--- src/rtl/ifid_stage.sv ---
// ---------------------------------------------------------------------------
// ifid_stage -- instruction-fetch to decode stage.
//
// Takes the PC that Fetch drives every cycle and issues it to a
// synchronous-read instruction memory (1-cycle latency). The returned word is
// paired with its PC in a 2-entry FIFO and presented to decode with a
// valid/ready handshake. Fetch is back-pressured with fetch_stall, and a
// taken branch (flush) discards everything in flight or buffered.
//
// Issue rule is credit based: a read is only issued when the FIFO is
// guaranteed to have a free slot for its data the following cycle, so the
// returning word never has to be dropped or held.
//
// Ports:
//   clk            in   rising-edge clock
//   reset          in   asynchronous active-low reset
//   addr     [31:0] in  PC from Fetch, valid every cycle
//   flush          in   taken branch this cycle, kill in-flight/buffered work
//   imem_addr[31:0] out instruction memory address (= addr)
//   imem_en        out  memory read enable (request accepted this cycle)
//   imem_data[31:0] in  memory read data, valid the cycle after imem_en
//   fetch_stall    out  Fetch must hold addr across the next edge
//   id_valid       out  head entry valid
//   id_pc    [31:0] out PC of head entry
//   id_instr [31:0] out instruction of head entry
//   id_ready       in   decode accepts head this cycle
//   perf_stall_cnt [15:0] out  saturating stall-cycle count  (IFID_PERF_EN)
//   perf_flush_cnt [15:0] out  saturating flush count         (IFID_PERF_EN)
//
// Build option: define IFID_PERF_EN to add the two performance counters.
// Without it the counters and their ports do not exist.
// ---------------------------------------------------------------------------
module ifid_stage (
    input  logic        clk,
    input  logic        reset,
    input  logic [31:0] addr,
    input  logic        flush,
    output logic [31:0] imem_addr,
    output logic        imem_en,
    input  logic [31:0] imem_data,
    output logic        fetch_stall,
    output logic        id_valid,
    output logic [31:0] id_pc,
    output logic [31:0] id_instr,
    input  logic        id_ready
`ifdef IFID_PERF_EN
    ,
    output logic [15:0] perf_stall_cnt,
    output logic [15:0] perf_flush_cnt
`endif
);

    // Outstanding memory read.
    logic        req_valid_q, req_valid_d;
    logic [31:0] req_pc_q,    req_pc_d;

    // 2-entry {pc, instr} FIFO.
    logic [31:0] fifo_pc_q    [2];
    logic [31:0] fifo_pc_d    [2];
    logic [31:0] fifo_instr_q [2];
    logic [31:0] fifo_instr_d [2];
    logic [1:0]  count_q,  count_d;
    logic        rd_ptr_q, rd_ptr_d;
    logic        wr_ptr_q, wr_ptr_d;

    logic        pop;
    logic        pop_eff;
    logic        push;
    logic        accept;
    logic [2:0]  occupancy;

    // Handshake and issue decision.
    always_comb begin
        id_valid  = (count_q != 2'd0);
        id_pc     = fifo_pc_q[rd_ptr_q];
        id_instr  = fifo_instr_q[rd_ptr_q];
        imem_addr = addr;

        pop       = id_valid & id_ready;
        // Entries already held plus the one whose data is still on its way.
        occupancy = {1'b0, count_q} + {2'b00, req_valid_q};
        // occupancy - pop < 2, rearranged so nothing can underflow.
        accept    = !flush && (occupancy < (3'd2 + {2'b00, pop}));

        imem_en     = accept;
        fetch_stall = !accept;

        // A flush cancels both the arriving word and any pop this cycle.
        push    = req_valid_q & !flush;
        pop_eff = pop & !flush;
    end

    // Next-state logic.
    always_comb begin
        // NOTE: every variable gets a default first so no path infers a latch.
        req_valid_d  = accept;
        req_pc_d     = accept ? addr : req_pc_q;
        fifo_pc_d    = fifo_pc_q;
        fifo_instr_d = fifo_instr_q;
        count_d      = count_q;
        rd_ptr_d     = rd_ptr_q;
        wr_ptr_d     = wr_ptr_q;

        if (push) begin
            fifo_pc_d[wr_ptr_q]    = req_pc_q;
            fifo_instr_d[wr_ptr_q] = imem_data;
            wr_ptr_d               = ~wr_ptr_q;
        end
        if (pop_eff) begin
            rd_ptr_d = ~rd_ptr_q;
        end

        unique case ({push, pop_eff})
            2'b10:   count_d = count_q + 2'd1;
            2'b01:   count_d = count_q - 2'd1;
            default: count_d = count_q;
        endcase

        if (flush) begin
            count_d  = 2'd0;
            rd_ptr_d = 1'b0;
            wr_ptr_d = 1'b0;
        end
    end

    // NOTE: sequential state uses non-blocking assignments only, so every
    // flop samples the pre-edge value of every other flop.
    always_ff @(posedge clk or negedge reset) begin
        if (!reset) begin
            req_valid_q  <= 1'b0;
            req_pc_q     <= '0;
            // NOTE: the FIFO storage is reset because the head is visible on
            // id_pc/id_instr and must read as zero out of reset.
            fifo_pc_q    <= '{default: '0};
            fifo_instr_q <= '{default: '0};
            count_q      <= 2'd0;
            rd_ptr_q     <= 1'b0;
            wr_ptr_q     <= 1'b0;
        end else begin
            req_valid_q  <= req_valid_d;
            req_pc_q     <= req_pc_d;
            fifo_pc_q    <= fifo_pc_d;
            fifo_instr_q <= fifo_instr_d;
            count_q      <= count_d;
            rd_ptr_q     <= rd_ptr_d;
            wr_ptr_q     <= wr_ptr_d;
        end
    end

`ifdef IFID_PERF_EN
    logic [15:0] stall_cnt_q, stall_cnt_d;
    logic [15:0] flush_cnt_q, flush_cnt_d;

    // Saturating counters; a flush cycle is counted as a flush, not a stall.
    always_comb begin
        stall_cnt_d = stall_cnt_q;
        flush_cnt_d = flush_cnt_q;
        if (fetch_stall && !flush && (stall_cnt_q != 16'hFFFF)) begin
            stall_cnt_d = stall_cnt_q + 16'd1;
        end
        if (flush && (flush_cnt_q != 16'hFFFF)) begin
            flush_cnt_d = flush_cnt_q + 16'd1;
        end
    end

    always_ff @(posedge clk or negedge reset) begin
        if (!reset) begin
            stall_cnt_q <= '0;
            flush_cnt_q <= '0;
        end else begin
            stall_cnt_q <= stall_cnt_d;
            flush_cnt_q <= flush_cnt_d;
        end
    end

    assign perf_stall_cnt = stall_cnt_q;
    assign perf_flush_cnt = flush_cnt_q;
`endif

endmodule

--- config.mk ---
export PLATFORM = sky130hd
export DESIGN_NAME = ifid_stage
export DESIGN_NICKNAME = d
export VERILOG_FILES = /design/src/rtl/ifid_stage.sv
export SDC_FILE = /design/constraint.sdc
export NUM_CORES = 1
export LEC_CHECK = 0
export CORE_MARGIN = 5
export CORE_UTILIZATION = 50
export DETAILED_ROUTE_END_ITERATION = 8
export PLACE_DENSITY_LB_ADDON = 0.1
export SLEW_MARGIN = 20
export SYNTH_ARGS = -nofsm -noshare
export SYNTH_HDL_FRONTEND = slang
export SYNTH_SLANG_ARGS = --single-unit
--- constraint.sdc ---
create_clock -name clk -period 2 [get_ports clk]
set_input_delay 0.4 -clock clk [delete_from_list [all_inputs] [get_ports clk]]
set_output_delay 0.4 -clock clk [all_outputs]
set_load 0.03 [all_outputs]
==> results of run 1 <==
worst max-delay path: stages, from the launching register on:
cell	delay (ns)
dfrtp_2	0.45
buf_12	0.22
mux2_2	0.37
clkdlybuf4s15_2	0.28
what timing repair did:
| item | 4_1_cts | 5_1_grt |
|---|---|---|
| hold endpoints to repair | 42 | 0 |
| gates resized for setup | 268 | 69 |
| gates cloned | 1 | 1 |
| endpoints found under the setup margin | 68 | 55 |
| buffers inserted | 4 | 4 |
| hold buffers | 1 | 0 |
| pin swaps | 1 | 0 |
sequential cells by signal, summed over array words and instances (netlist names):
signal	flops
fifo_pc_q	64
fifo_instr_q	64
req_valid_q	1
rd_ptr_q	1
req_pc_q	32
wr_ptr_q	1
count_q	2
final cells by class:
type	count	area [sq um]	share of cell area (%)
timing repair buffer	203	2120	21.3
sequential	165	4130	41.5
multi-input combinational	248	2900	29.1
inverter	1	3.75	0.0377
clock buffer	26	499	5.01
clock inverter	4	70.1	0.704
tap	184	230	2.31
per-layer routing:
layer	vias up	global-route usage [%]
met5	-	0
met2	109	29.8
met4	0	6.53
li1	1976	-
met1	2177	24.5
met3	21	4.17
logic make-up (layout without fill, tap and decap cells):
group                      after synthesis  after routing  synth area share, %
and+or+nand+nor                         15             15                 1.23
xor gates and xnor gates                 2              2                0.239
muxes                                  224            224                 35.9
DFF                                    165            165                 56.3
adders and majority gates                2              2                0.341
AOI/OAI and AO/OA                        5              5                0.461
buffers and inverters                   56            234                 5.53
cell usage in the layout (no fill, tap or decap), types with 12 or more instances in the layout:
| master | n |
|---|---|
| dfrtp_1 | 164 |
| buf_2 | 12 |
| buf_12 | 16 |
| buf_6 | 32 |
| buf_4 | 38 |
| clkbuf_16 | 18 |
| clkdlybuf4s50_1 | 79 |
| mux2_4 | 50 |
| mux2_2 | 169 |
| clkdlybuf4s15_2 | 22 |
Yosys cell counts (all sizes together):
master / count
mux2: 224
dfrtp: 165
buf: 53
nor2: 5
a21oi: 2
clkbuf: 2
ha: 2
nand2b: 2
nor3: 2
xnor2: 2
and3: 1
and3b: 1
inv: 1
nand3b: 1
nor2b: 1
nor4: 1
o21a: 1
o21ai: 1
o31ai: 1
or2: 1
how the worst min path moves through the flow:
stage                startpoint               end  slack [ns]  cells past startpoint
2_1_floorplan             reset        count_q[0]        0.10                      0
3_3_place_gp              reset  fifo_instr_q[25]        0.35                      1
3_5_place_dp              reset  fifo_instr_q[57]        0.37                      1
4_1_cts        fifo_instr_q[44]  fifo_instr_q[44]        0.49                      1
5_1_grt           fifo_pc_q[39]     fifo_pc_q[39]        0.50                      1
6_report                  reset  fifo_instr_q[57]        0.49                      2
power breakdown:
| part | total (W) | internal (W) | switching, W |
|---|---|---|---|
| combinational | 0.00524 | 0.00278 | 0.00246 |
| clock | 0.00314 | 0.00196 | 0.00119 |
| sequential | 0.00527 | 0.00462 | 0.000651 |
| total | 0.0137 | 0.00936 | 0.00429 |
metrics by stage:
stage / setup slack [ns] / instance area (sq um) / total power (W) / hold WS [ns]
after global routing: -0.194 / 9960 / 0.0144 / 0.501
after CTS: -0.197 / 9710 / 0.0134 / 0.492
after floorplan: 0.00137 / 7340 / 0.00855 / 0.104
final: -0.134 / 9960 / 0.0137 / 0.485
after global placement: -0.122 / 9150 / 0.0103 / 0.353
after detailed placement: -0.177 / 9150 / 0.0105 / 0.367
==> out/summary.md, run 1 <==
The wire length of the first global-routing pass was 24500 um. For the sum of routed wire length over all layers, the log shows 15100 um. Counting every sink on the clock net gives 165. Entering global routing, the biggest net connects 54 pins. From bottom edge to top edge, the die measures 131 um. The number of vias per cell works out to 5.15. For the worst flop-to-flop path, the logic depth is 8. Final core utilization: 68.8%. The uppermost metal layer occupied by signal nets was met4.

For the worst setup path, the data required time is 1.60 ns. After synthesis the netlist holds a flip-flop and latch count of 165. The maximum achievable frequency is 469 MHz, and the number of maximum-capacitance constraint violations is 0. The critical path launch point type was a flip-flop.

Clock-pin slew of the registers on the worst-case setup and hold paths: 0.06 ns. The worst setup path is captured at an output pin. The tools report the cell count after synthesis as 469.

The tools report the H-tree depth reported by CTS as 4. Placed wire-length estimate: 10400 um. Yosys attributes the largest share of cell area to dfrtp_1 (56%), mux2_2 (29%), mux2_4 (5.9%). Die width: 131 um. The synthesized design spends more area on one cell type than any other, namely dfrtp_1. Number of buffers created by CTS: 17.

The clock arrives with 0.00732 ns of skew. Number of antenna violations at the first check in global routing: 0. The detailed router put a total of 6660 um of wire on met1. The worst pin sits at a relative slew slack of 69.6%.

Detailed routing inserted a total of 4283 vias. The die covers 17200 sq um. The min-delay analysis places its worst path in the category in -> async.

The checks that failed: negative setup slack. Of all nets on the critical path, the largest fanout is 24. In this run, distinct cell masters in the synthesized netlist total 26. The tools report the total number of nets in the final design as 706.

The tools report the highest ir drop seen on vdd as 0.734 mV. Across all register-to-register paths, the minimum setup slack is 0.10 ns. After floorplanning, the core was divided into 44 placement rows.

The transition time at the pin with the least slew margin was 0.456 ns. Layout cell share with drive strength beyond 1: 57.8%. The total leakage power was 4.41 nW. Worst reg2reg path startpoint: count_q[0].

The run finished, with violations left. The logs give 831 for the non-filler instance count after layout and -0.134 ns for the final worst setup slack. The run gives 57 as the setup violation total in the final timing report.

For this run, design rule violations remaining after detail routing come to 0. Averaged over all synthesized cells, the footprint is 15.6 sq um. The total met3 wirelength after detailed routing was 801 um; the sequential-to-total area share from yosys stat was 56.3%. The final total negative setup slack is -3.23 ns, and the first-pass iteration count of the detailed router is 4. In this run the power density over the cells is 1370 nW/um^2.

The logs give 131 for the DRC violation total after the first TritonRoute iteration and 167 for the number of top-level pins. The tools report the clock latency of the later-clocked register in the worst-skew pair as 0.41 ns. The congestion estimate from routability-driven global placement came to 0.746. For this run the aggregate overflow at the end of global routing stands at 0. The overall fraction of global-route tracks in use came out at 18.4%. In this run the critical register-to-register path is captured at req_pc_q[22]. Dividing the detail-routed wire length by the instance count gives 18.2 um. In this run the standard cell core region covers 14500 sq um. The count of buffers from port buffering was 166; the cell count after placement was 792. Counting the fill cells in the layout gives 992. The number of nets handed over by synthesis was 539. For this configuration, the core starts out at a cell density of 50.6%. TritonCTS built the clock tree. Share of Yosys cell area claimed by the top area cell type: 56.3%.

The number of warnings issued by yosys was 0. Counting along the longest clock path gives a buffer depth of 2. By startpoint and endpoint, the worst setup path is classified as reg -> out. In this run the cell area of the synthesized design comes to 7330 sq um. Via count of the first global-routing pass: 4783. The repair_antennas step left the layout with diodes totalling 0.

Relative to the synthesized area, the layout overhead comes to 35.8%. Setup repair after global routing could not meet its margin everywhere. In this run the clock root is driven by a clkbuf_16. In this run the worst setup path terminates at id_pc[21]. The arrival time at the worst endpoint came out at 1.73 ns.

The length of routed met2 wiring is 7340 um, and the period utilization is 107%. The tools report the worst setup path startpoint as rd_ptr_q. The max-slew violation count is 0, and the count of endpoints failing hold in the final timing report is 0.

The count of nets left with antenna violations once routing finished came out at 0. Counting I/O delays and the setup requirement, the final critical path takes 2.13 ns.
(Power assumes the default switching activity.)
==> run 2, diff against run 1 <==
Settings changed: ABC_AREA set to 1.
==> run 2 against run 1 <==
- the run still ends with negative setup slack left
- worst hold slack lost 0.043 ns
- clock skew shrank 0.0023 ns
- non-clock buffer count shrank 4
- total power grew 22%
==> out/summary.md, run 2 <==
Type of destination of the critical path: an output pin. In the layout the commonest cells are nand2_1 (392), dfrtp_1 (164), o21ai_0 (131). The run gives 20.4% as the overall fraction of global-route tracks in use. The layout cell share with drive strength beyond 1 is 14.1%, and the residual antenna-violating net count after detailed routing is 0. The synthesized netlist occupies a cell area of 7290 sq um.

The worst-case IR drop observed on VDD is 0.821 mV. Synthesis produced a netlist with a net count of 960. The run gives 4 as the H-tree depth reported by CTS. The switching part of the total power came out at 39.5%. Setup repair after global routing could not meet its margin everywhere.

The cell-internal power is 0.0100 W. The share of Yosys cell area claimed by the top area cell type was 56.6%; the power share of the clock group was 22.3%. The initial utilization of the core area, before any placement, comes to 50.6%. 167 I/O pins were placed. The synthesis-stage register bit count works out to 165. CTS placed an instance of clkbuf_16 at the clock tree root. The shortest period the worst path allows was 2.08 ns; the routability-driven placement congestion ratio was 0.747.

After synthesis, the share of flip-flops with an asynchronous set or reset is 100%. The logs give 1.68 ns for the arrival time at the worst endpoint and 480 MHz for the maximum achievable frequency. The commonest register cell after synthesis was dfrtp_1. Maximum fanout along the worst path: 2. The clock-pin slew of the registers on the worst-case setup and hold paths is 0.06 ns, and the number of distinct library cells after synthesis is 19.

In the synthesized netlist, the cells that appear most often are nand2_1 (392), dfrtp_1 (165), o21ai_0 (131). The run gives 43.6% as the combinational fraction of design power. The worst setup path is launched from a flip-flop. The number of antenna repair diodes was 0. Final worst setup slack: -0.0816 ns.

For this run, the register share of the synthesized area comes to 56.6%. The total core area is 14400 sq um, and the total number of nets in the final design is 1095. Measured against its own limit, the worst slew margin works out to 72.3%. The flow ran to the end, but the final reports show violations.

For the net switching power, the log shows 0.00656 W. The largest registers in the layout are fifo_instr_q (64), fifo_pc_q (64), req_pc_q (32). dfrtp_1 takes more of the synthesized area than any other cell. The run gives 0 as the max-slew violation count.

The logs give 75 for the pin count of the biggest net entering global routing and 376 for the DRC violation total after the first TritonRoute iteration. The maximum clock insertion buffer count is 2. The run gives 0 as the DRC violations left. The final route contains 5909 vias. Dividing total power by cell area gives a power density of 1700 nW/um^2. The path class of the lowest-slack min-delay path is in -> async. The count of endpoints failing hold in the final timing report came out at 0. Type of the worst setup path: reg -> out. The tools report the total chip power as 0.0166 W.

The die covers 17100 sq um. The sum of routed wire length over all layers came out at 17100 um. TritonCTS built the clock tree. Across the run, the number of max-cap violations was 0. The total leakage power was 5.10 nW; the die span in y was 131 um. The signed area change from the synthesized netlist to the final layout is 34.0%. The number of synthesized flops with an enable pin is 0.

The die width is 131 um. For the pin with the worst max-slew slack, the measured transition is 0.415 ns. The cell count after synthesis came out at 890. After legalization and detailed placement, the total HPWL measured 10500 um. In the post-synthesis netlist, the biggest area contributors are dfrtp_1 (57%), nand2_1 (20%), o21ai_0 (9.0%). Dividing the detail-routed via count by the number of cells gives 4.84. At the placement stage, the worst setup path has a slack of -0.297 ns. The first global-routing pass estimated 27300 um of wire. The checks that failed: negative setup slack. The via count of the first global-routing pass came out at 5602. The clock latency of the later-clocked register in the worst-skew pair was 0.42 ns; the first-pass iteration count of the detailed router was 5. With fillers left out, the area of the finished cells amounts to 9770 sq um. For the final database, setup skew stands at 0.00507 ns. The commonest non-fill, non-tap cell in the layout is nand2_1.

After detailed placement, the total cell area comes to 8900 sq um. The count of buffers from port buffering is 166, and the number of buffers created by CTS is 17. The setup violation total in the final timing report came out at 2. The most repeated cell in the gate-level netlist after synthesis was nand2_1. The run gives 0.442 ns as the worst hold slack across all endpoints.

Final core utilization: 67.8%. The floorplan has 44 rows. Sum of overflow across all layers after global routing: 0.

Required time at the endpoint of the critical path: 1.60 ns. The number of warnings issued by yosys was 0. Counting every sink on the clock net gives 165. The number of antenna violations at the first check in global routing came out at 0. The share of total power dissipated in sequential elements is 34.0%.

The synthesized area per cell was 8.19 sq um; the average wire per cell in the routed design was 14.0 um. The period utilization was 104%.
## run 2: worst max-delay path: stages, from the launching register on
cell	delay [ns]
dfrtp_1	0.38
ha_2	0.20
ha_4	0.27
o21ai_4	0.06
nand2_4	0.09
buf_12	0.11
inv_4	0.03
buf_6	0.12
## run 2: final cells by class
cell class,count,area (sq um)
Clock inverter,12,224
Tap cell,184,230
Clock buffer,20,457
Fill cell,1213,4650
Inverter,71,282
Multi-Input combinational cell,571,2450
Sequential cell,165,4130
Timing Repair Buffer,199,2000
## run 2: repair_timing
action	4_1_cts	5_1_grt
endpoints found under the setup margin	54	36
setup buffers	1	3
gates resized for setup	16	8
hold buffers	1	0
gates cloned	1	2
hold endpoints to repair	37	0
## run 2: metrics by stage
| stage | TNS [ns] | cells |
|---|---|---|
| after floorplan | 0 | 890 |
| after global placement | -0.525 | 1182 |
| after detailed placement | -0.530 | 1182 |
| after CTS | -0.144 | 1217 |
| after global routing | -0.242 | 1222 |
| final | -0.121 | 1222 |
## run 2: layer usage
metal	GRT usage, %	part of all wire (%)
met5	0	0
met1	28.1	46
met3	4.92	6.2
met2	32.0	47
met4	6.84	1.0
## run 2: cells by family after synthesis
group                      synth area share (%)
buffers and inverters                      10.4
and+or+nand+nor                            23.1
AOI/OAI and AO/OA                          9.47
adders and majority gates                 0.343
DFF                                        56.6
xor gates and xnor gates                  0.120
## run 2: final timing paths
path                              startpoint          endpoint  slack, ns  depth (start not counted)
worst min register to register  req_pc_q[28]      req_pc_q[28]       0.47                          2
worst max-delay path             req_valid_q           imem_en      -0.08                          7
min in group clk                req_pc_q[28]      req_pc_q[28]       0.47                          2
worst min-delay path                   reset  fifo_instr_q[25]       0.44                          2
max in group asynchronous              reset      req_pc_q[17]       0.88                          3
worst max register to register   req_valid_q       req_pc_q[0]       0.42                          8
## run 2: power by group through the flow
| stage | sequential, W | clock, W | combinational, W |
|---|---|---|---|
| floorplan | 0.00550 | 0 | 0.00453 |
| global placement | 0.00561 | 0 | 0.00688 |
| detailed placement | 0.00566 | 0 | 0.00697 |
| CTS | 0.00563 | 0.00378 | 0.00716 |
| global route | 0.00585 | 0.00393 | 0.00799 |
| finish | 0.00565 | 0.00371 | 0.00724 |
==> run 3, diff against run 2 <==
Settings changed: CORE_ASPECT_RATIO set to 1.1.
==> run 3 against run 2 <==
- the run still ends with negative setup slack left
- routed wire length is 3.4% lower
- worst hold slack worse by 0.013 ns
- register-to-register slack worse by 0.10 ns
- sequential cell count stayed put
- sequential power hardly changed
- final cell count is 0.25% higher
- critical path type unchanged
- highest routed layer unchanged
==> out/summary.md, run 3 (same netlist as run 2, synthesis figures left out) <==
The total power density per cell area was 1660 nW/um^2; the residual antenna-violating net count after detailed routing was 0. The highest ir drop seen on vdd was 0.763 mV; the number of vias per cell was 4.76. The flow ran to the end, but the final reports show violations. Final worst setup slack: -0.115 ns. The final reports fail on negative setup slack. STA classifies the critical path startpoint as a flip-flop. The largest registers in the layout are fifo_instr_q (64), fifo_pc_q (64), req_pc_q (32).

Placed wire-length estimate: 10600 um. The initial cell density of the core was 50.7%. Of all nets on the critical path, the largest fanout is 3. Die span in y: 137 um. In this design, the stage delay of the slowest critical-path cell is 0.39 ns. The worst setup path is captured at an output pin. The floorplan step set the die width to 125 um. The floorplan step defined a die boundary enclosing 17100 sq um.

Row generation in the floorplan step produced 46 rows. The run gives 17 as the number of buffers created by CTS. After detailed routing, the number of remaining DRC violations is 0. The run gives 5.03 nW as the total leakage power. Maximum clock insertion buffer count: 2. The run gives 19.6% as the overall fraction of global-route tracks in use.

At the worst endpoint, the required time is 1.60 ns. The via count of the first global-routing pass is 5608, and the clock skew after layout is 0.0143 ns. The run gives 167 as the number of top-level pins. The logs give 9620 sq um for the final design area excluding fillers and 165 for the count of clock tree sinks. TritonCTS built the clock tree. Headroom to the max-slew limit came out at 76.4%.

The run gives 2 as the setup violation total in the final timing report. The DRC violation total after the first TritonRoute iteration came out at 346. The setup path with the least slack is of type reg -> out. The largest individual stage delay along the critical path comes from the cell dfrtp_1.

The placed instances occupy a cell area of 8900 sq um. Cells with a size suffix above 1 make up 13.7% of the layout. The congestion estimate from routability-driven global placement came to 0.759.

The routed via count was 5836; the H-tree depth reported by CTS was 4. The run gives 16500 um as the sum of routed wire length over all layers. Setup repair after global routing could not meet its margin everywhere. The signal on the critical path passes through ha_2, ha_4, o21ai_4, nand2_4, buf_12, inv_6, buf_6. Period utilization: 106%.

The commonest non-fill, non-tap cell in the layout was nand2_1. Signed area change from the synthesized netlist to the final layout: 31.9%. The run gives 66.9% as the final core utilization. Clock tree synthesis selected as its root buffer the cell clkbuf_16.

Timing would allow up to 473 MHz. Entering global routing, the biggest net connects 69 pins. The count of buffers added on input and output ports is 166. Total power for the finished layout comes to 0.0160 W. The net count of the finished layout is 1091. The first global-routing pass estimated 27300 um of wire. In the final routed layout, each cell accounts on average for 13.5 um. The max-slew violation count is 0, and the clock-pin slew of the registers on the worst-case setup and hold paths is 0.06 ns. Summed over all layers, the global routing overflow is 0. The number of fill cells in the layout was 1257.

The path class of the lowest-slack min-delay path is in -> async. The number of antenna violations at the first check in global routing is 0. The smallest clock period supported by the final layout is computed as 2.11 ns. In this run the standard cell core region covers 14400 sq um. The transition time at the pin with the least slew margin was 0.354 ns. Data arrives at the worst endpoint at 1.71 ns. The clock latency of the later-clocked register in the worst-skew pair was 0.42 ns. In the layout the commonest cells are nand2_1 (391), dfrtp_1 (164), o21ai_0 (131).

The logs give 5 for the first-pass iteration count of the detailed router and 0 for the count of endpoints failing hold in the final timing report. The run gives 0 as the number of antenna repair diodes. The number of maximum-capacitance constraint violations is 0.
-- run 3: cell count changes in the layout (fill, tap and decap cells not counted), moves of 3 or more --
cell             delta
buf_6               +4
buf_4               -3
bufinv_16           -3
clkdlybuf4s50_1     -3
-- run 3: critical path, delay by kind of cell (launching register included) --
family                   cells  cell delay, ns
adder cells (fa/ha/maj)      2            0.49
flip-flops                   1            0.39
buffers and inverters        3            0.27
AND/OR/NAND/NOR              1            0.09
AO/OA/AOI/OAI                1            0.06
-- run 3: cell type report --
| type | instances | area [sq um] | area share [%] |
|---|---|---|---|
| Sequential cell | 165 | 4130 | 42.9 |
| Multi-Input combinational cell | 571 | 2460 | 25.6 |
| Timing Repair Buffer | 195 | 1920 | 20.0 |
| Clock inverter | 11 | 153 | 1.59 |
| Tap cell | 192 | 240 | 2.50 |
| Clock buffer | 20 | 437 | 4.54 |
| Inverter | 71 | 272 | 2.82 |
-- run 3: metrics by stage --
stage	TNS [ns]	setup WS [ns]	std cells	hold WS (ns)
2_1_floorplan	0	0.0240	890	0.104
5_1_grt	-0.284	-0.157	1225	0.458
4_1_cts	-0.224	-0.142	1224	0.435
3_5_place_dp	-0.472	-0.267	1189	0.310
6_report	-0.200	-0.115	1225	0.429
3_3_place_gp	-0.433	-0.251	1189	0.311
-- run 3: final timing paths --
kind	startpoint	endpoint	cells past startpoint	slack, ns
max	req_valid_q	imem_en	7	-0.11
min	reset	fifo_instr_q[55]	2	0.43
max reg2reg	req_valid_q	req_pc_q[30]	7	0.32
min reg2reg	req_pc_q[0]	req_pc_q[0]	2	0.47
max in group asynchronous	reset	req_pc_q[4]	3	0.90
min in group clk	req_pc_q[0]	req_pc_q[0]	2	0.47
-- run 3: metal layers --
layer / GRT usage [%] / vias to the layer above / wire (um)
met3: 5.74 / 15 / 996
met1: 26.4 / 2670 / 7680
met4: 5.12 / 0 / 185
li1: - / 2989 / -
met5: 0 / - / 0
met2: 31.7 / 162 / 7610
-- run 3: timing repair --
item                                    CTS  global route
endpoints found under the setup margin    4            27
gates resized for setup                  16            12
endpoints found under the hold margin    31             0
pin swaps                                 3             3
setup buffers                             2             1
cloned                                    1             0
hold buffers                              1             0
-- run 3: power by group --
part | total [W] | internal (W) | switching, W | leakage (nW)
sequential | 0.00563 | 0.00485 | 0.000779 | 2.07
combinational | 0.00712 | 0.00269 | 0.00443 | 2.68
clock | 0.00326 | 0.00196 | 0.00129 | 0.277
